<file path="src/rtl/module_conv.sv">
// 3x3 fixed-kernel convolution over a serially loaded 8x8 signed Q1.7 frame.
// Loads 64 pixels row-major, then streams the 6x6 valid-region results, one per cycle.
module module_conv #(
    parameter logic signed [7:0] K0 = 8'sd14,
    parameter logic signed [7:0] K1 = 8'sd14,
    parameter logic signed [7:0] K2 = 8'sd14,
    parameter logic signed [7:0] K3 = 8'sd14,
    parameter logic signed [7:0] K4 = 8'sd14,
    parameter logic signed [7:0] K5 = 8'sd14,
    parameter logic signed [7:0] K6 = 8'sd14,
    parameter logic signed [7:0] K7 = 8'sd14,
    parameter logic signed [7:0] K8 = 8'sd14
) (
    input  logic              clk,
    input  logic              reset,
    input  logic              in_st,
    input  logic signed [7:0] din,
    output logic signed [7:0] dout,
    output logic              out_st
);

    typedef enum logic [1:0] {IDLE, LOAD, CONV} state_t;

    localparam logic signed [7:0] KERN [9] = '{K0, K1, K2, K3, K4, K5, K6, K7, K8};

    state_t             state;
    state_t             state_nxt;
    logic               load_en;
    logic               conv_en;
    logic               last_out;

    logic signed [7:0]  frame [64];
    logic [5:0]         pix_cnt;
    logic [2:0]         out_row;
    logic [2:0]         out_col;

    logic [2:0]         win_row;
    logic [2:0]         win_col;
    logic signed [7:0]  pix;
    logic signed [15:0] prod;
    logic signed [19:0] acc_sum;
    logic signed [19:0] acc_q;
    logic               acc_vld;
    logic signed [12:0] res_wide;
    logic signed [7:0]  res_sat;

    assign last_out = (out_row == 3'd5) && (out_col == 3'd5);

    // FSM: state register
    always_ff @(posedge clk or posedge reset) begin
        if (reset) state <= IDLE;
        else       state <= state_nxt;
    end

    // FSM: next-state logic
    always_comb begin
        // NOTE: default assignment first so every path drives state_nxt and no latch is inferred.
        state_nxt = state;
        unique case (state)
            IDLE: if (in_st) state_nxt = LOAD;
            LOAD: if (in_st && pix_cnt == 6'd63) state_nxt = CONV;
            CONV: if (last_out) state_nxt = IDLE;
            default: state_nxt = IDLE;
        endcase
    end

    // FSM: outputs (pixels offered during CONV are dropped)
    always_comb begin
        load_en = in_st && (state != CONV);
        conv_en = (state == CONV);
    end

    // NOTE: the frame buffer has no reset; every load overwrites it before it is read.
    always_ff @(posedge clk) begin
        if (load_en) frame[pix_cnt] <= din;
    end

    // pix_cnt wraps 63 -> 0, so IDLE always writes pixel 0.
    always_ff @(posedge clk or posedge reset) begin
        if (reset) begin
            pix_cnt <= '0;
            out_row <= '0;
            out_col <= '0;
        end else begin
            // NOTE: sequential state uses non-blocking assignments so all registers update together.
            if (load_en) pix_cnt <= pix_cnt + 6'd1;
            if (conv_en) begin
                if (out_col == 3'd5) begin
                    out_col <= '0;
                    out_row <= (out_row == 3'd5) ? 3'd0 : out_row + 3'd1;
                end else begin
                    out_col <= out_col + 3'd1;
                end
            end
        end
    end

    // Nine-tap multiply-accumulate over the window anchored at (out_row, out_col).
    always_comb begin
        acc_sum = '0;
        win_row = '0;
        win_col = '0;
        pix     = '0;
        prod    = '0;
        for (int i = 0; i < 3; i++) begin
            for (int j = 0; j < 3; j++) begin
                win_row = out_row + 3'(i);
                win_col = out_col + 3'(j);
                pix     = frame[{win_row, win_col}];
                prod    = pix * KERN[i*3+j];
                acc_sum = acc_sum + 20'(prod);
            end
        end
    end

    always_ff @(posedge clk or posedge reset) begin
        if (reset) begin
            acc_q   <= '0;
            acc_vld <= 1'b0;
        end else begin
            acc_q   <= acc_sum;
            acc_vld <= conv_en;
        end
    end

    // Q2.14 sum back to Q1.7: arithmetic shift floors, then clamp.
    always_comb begin
        res_wide = 13'(acc_q >>> 7);
        if (res_wide > 13'sd127)       res_sat = 8'sd127;
        else if (res_wide < -13'sd128) res_sat = -8'sd128;
        else                           res_sat = res_wide[7:0];
    end

    always_ff @(posedge clk or posedge reset) begin
        if (reset) begin
            out_st <= 1'b0;
            dout   <= '0;
        end else begin
            out_st <= acc_vld;
            dout   <= acc_vld ? res_sat : 8'sd0;
        end
    end

endmodule

</file>
<file path="config.mk">
export PLATFORM = sky130hd
export DESIGN_NAME = module_conv
export DESIGN_NICKNAME = d
export VERILOG_FILES = /design/src/rtl/module_conv.sv
export SDC_FILE = /design/constraint.sdc
export NUM_CORES = 2
export LEC_CHECK = 0
export ABC_AREA = 1
export CAP_MARGIN = 20
export CORE_UTILIZATION = 59
export DETAILED_ROUTE_END_ITERATION = 10
export HOLD_SLACK_MARGIN = 0.03
export PLACE_DENSITY = 0.78
export SETUP_SLACK_MARGIN = 0.15
export SYNTH_ARGS = -nofsm -noshare
export SYNTH_HDL_FRONTEND = slang
export SYNTH_SLANG_ARGS = --single-unit
</file>
<file path="constraint.sdc">
create_clock -name clk -period 8.3 [get_ports clk]
set_clock_uncertainty 0.15 [all_clocks]
set_input_delay 0.83 -clock clk [delete_from_list [all_inputs] [get_ports clk]]
set_output_delay 0.83 -clock clk [all_outputs]
set_load 0.03 [all_outputs]
</file>
==> impl_metrics.env <==
export IMPL_outcome="complete, but fails checks"
export IMPL_violations="negative setup slack"
export IMPL_row_count=96
export IMPL_start_util=0.596
export IMPL_worst_pin_slew_ns=1.22
export IMPL_grt_overflow_total=0
export IMPL_cts_sinks=549
export IMPL_drt_pass1_iter_count=8
export IMPL_die_area_um2=70400
export IMPL_avgSynthCellArea_um2=8.07
export IMPL_gp_congestion=1.04
export IMPL_fill_cells=4797
export IMPL_synth_xor_area_frac=0.0215
export IMPL_htreeDepth=2
export IMPL_cts_tree="built"
export IMPL_clk_pin_slew_ns=0.07
export IMPL_clkLatencyLatePin_ns=0.65
export IMPL_cp_common_cell="nand2_1"
export IMPL_startpoint="out_col[0]$_DFFE_PP0P_"
export IMPL_ys_warn_count=0
export IMPL_grt_max_degree=65
export IMPL_endpoint_kind="flip-flop"
export IMPL_via_count=39600
export IMPL_final_setup_viol_count=9
export IMPL_slowest_delay_ns=0.59
export IMPL_synth_edf_count=512
export IMPL_syn_to_final_growth_pct=24.6
export IMPL_numCtsBuffers=57
export IMPL_wl_um=152000
export IMPL_vias_per_cell=6.00
export IMPL_max_freq_mhz=116
export IMPL_worstSetupStartpointType="flip-flop"
export IMPL_drc=0
export IMPL_grt_pass1_vias=36600
export IMPL_die_y_um=265
export IMPL_io_buffer_count=19
export IMPL_hold_violations=0
export IMPL_die_w_um=265
export IMPL_cp_slowest_cell="fa_1"
export IMPL_ys_types=63
export IMPL_clock_path_buffers=3
export IMPL_synth_area_mux_share=0.00661
export IMPL_drt_iter0_drc=5045
export IMPL_final_nets=5933
export IMPL_cts_hold_repair_buffers=0
export IMPL_synth_top_family_by_area="simple AND/OR/NAND/NOR gates"
export IMPL_worstReg2RegStart="out_col[0]$_DFFE_PP0P_"
export IMPL_antenna_left=0
export IMPL_maxSlewViolCount=0
export IMPL_synth_nets=5390
export IMPL_crit_arrival_ns=9.05
export IMPL_postLayoutSetupSlackWorst_ns=-0.354
export IMPL_synth_seq_cells=549
export IMPL_boundaryPins=20
export IMPL_root_buffer="clkbuf_16"
export IMPL_syn_area_um2=40900
export IMPL_synth_seq_area_share=0.399
export IMPL_dp_hpwl_um=109000
export IMPL_synth_compound_area_share=0.146
export IMPL_maxCapViolCount=0
export IMPL_yosys_area_share_simple=0.204
export IMPL_final_min_clock_period_ns=8.65
export IMPL_antenna_found_initial=3
export IMPL_wl_per_cell_um=23.1
export IMPL_min_path_cells=0
export IMPL_fin_cells=6593
export IMPL_required_ns=8.69
export IMPL_crit_path_end="acc_q[18]$_DFF_PP0_"
export IMPL_finalCritPeriodShare=1.04
export IMPL_synthFlopType="edfxtp_1"
export IMPL_timing_rr_end="acc_q[18]$_DFF_PP0_"
export IMPL_grt_use_total=0.412
export IMPL_relSlewSlack=0.183
export IMPL_ff2ff_path_depth=45
export IMPL_rrSetupSlack_ns=-0.35
export IMPL_yosys_area_share_adder=0.120
export IMPL_dp_cells=6421
export IMPL_layout_drive_gt1_share=0.213
export IMPL_syn_inst=5069
export IMPL_rsz0062_at_grt="yes"
export IMPL_crit_type="reg -> reg"
export IMPL_crit_fanout=11
export IMPL_grt_first_pass_wirelength_um=216000
export IMPL_synth_async_sr_flop_share=0.0674
export IMPL_hp_class="reg -> reg"
export IMPL_fp_coreArea_um2=68600
metal layers:
| metal | wire length [um] | global-route usage | vias to the layer above |
|---|---|---|---|
| li1 | - | - | 17900 |
| met1 | 54400 | 0.515 | 18400 |
| met2 | 66800 | 0.649 | 2657 |
| met3 | 17800 | 0.0869 | 658 |
| met4 | 13000 | 0.268 | 6 |
| met5 | 51 | 0 | - |
per-stage QoR:
stage / hold slack, ns / worst slack [ns] / util / area, um^2 / TNS (ns)
finish: 0.277 / -0.354 / 0.743 / 50900 / -2.19
global route: 0.287 / -0.595 / 0.743 / 50900 / -4.37
CTS: 0.275 / -0.0315 / 0.719 / 49300 / -0.124
detailed placement: 0.255 / -0.614 / 0.676 / 46300 / -3.82
global placement: 0.247 / -0.359 / 0.676 / 46300 / -2.19
floorplan: 0.224 / 0.213 / - / 40900 / 0
cell usage after synthesis (all sizes together), types with 5 or more instances:
library cell / number / area (um^2)
clkbuf: 60 / 225
or2: 14 / 87.6
ha: 172 / 2150
o21bai: 8 / 60.1
nand3: 277 / 1420
a221oi: 22 / 224
o22ai: 107 / 669
inv: 712 / 2680
mux2i: 27 / 270
a21o: 11 / 82.6
a31oi: 36 / 225
xnor2: 26 / 243
o311ai: 11 / 96.3
nor2: 360 / 1480
dfrtp: 37 / 926
o211ai: 47 / 353
xor2: 68 / 614
o2111ai: 10 / 87.6
fa: 138 / 2760
o31ai: 6 / 45.0
nand4: 19 / 119
buf: 220 / 1340
nand2: 1369 / 5190
a211oi: 14 / 105
o21ai: 572 / 2890
o21a: 5 / 37.5
a21oi: 183 / 916
edfxtp: 512 / 15400
cell families (layout without fill, tap and decap cells):
group	Yosys count	in the layout
other cells	0	1
mux	27	27
xor+xnor	95	95
compound gates	1050	1050
buf+inv	993	1585
fa+ha+maj	310	310
flops	549	549
simple gates	2045	2045
repair_timing:
| item | CTS | global route |
|---|---|---|
| setup endpoints to repair | 11 | 12 |
| hold endpoints to repair | 0 | 0 |
| setup buffers | 23 | 25 |
| cloned | 6 | 9 |
| pin swaps | 60 | 122 |
| gates resized for setup | 173 | 323 |
area by class of cell:
class	count	area, um^2	share of cell area
clock inverters	37	467	0.00916
well taps	931	1160	0.0229
repair buffers	764	6860	0.135
multi-input cells	3527	21900	0.430
clock buffers	71	1520	0.0298
diodes	1	2.50	0.0000491
flip-flops and latches	549	16300	0.320
inverters	713	2700	0.0529
worst max-delay path, delay by kind of cell (launching register included):
family / cells / cell delay [ns]
AOI/OAI and AO/OA: 7 / 1.20
adders and majority gates: 9 / 3.72
buffers and inverters: 16 / 1.73
DFF: 1 / 0.53
and+or+nand+nor: 13 / 1.17
worst min-delay path by stage:
| stage | to | start |
|---|---|---|
| after global placement | out_st$_DFF_PP0_ | acc_vld$_DFF_PP0_ |
| after CTS | out_st$_DFF_PP0_ | acc_vld$_DFF_PP0_ |
| final | out_st$_DFF_PP0_ | acc_vld$_DFF_PP0_ |
| after global routing | out_st$_DFF_PP0_ | acc_vld$_DFF_PP0_ |
| after floorplan | out_st$_DFF_PP0_ | acc_vld$_DFF_PP0_ |
| after detailed placement | out_st$_DFF_PP0_ | acc_vld$_DFF_PP0_ |
cells in the final DEF, fill, tap and decap left out, drive strengths merged, types with 3 or more instances in the layout:
cell           count
o2111ai           10
o22ai            107
o211ai            47
clkdlybuf4s50     11
nor3               3
nor2             360
o21a               5
nand2           1369
xor2              68
clkinv            23
nand4             19
edfxtp           512
or2               14
a22o               3
dfrtp             37
a221oi            22
clkinvlp           4
mux2i             27
bufinv             9
fa               138
a211oi            14
ha               172
buf              741
o311ai            11
o21bai             8
bufbuf             3
nand3            277
clkbuf            80
a21o              11
a31oi             36
xnor2             26
o21ai            572
o31ai              6
a211o              3
o221ai             3
inv              714
a21oi            183
registers in the layout, summed over array words and instances, names as in the netlist:
register / count
out_st: 1
pix_cnt: 6
out_col: 3
dout: 8
out_row: 3
acc_vld: 1
frame: 512
state: 2
acc_q: 13
Power is left out: the tool's default activity adds up to more than one toggle a clock period on the data nets, which glitch-free logic cannot reach.
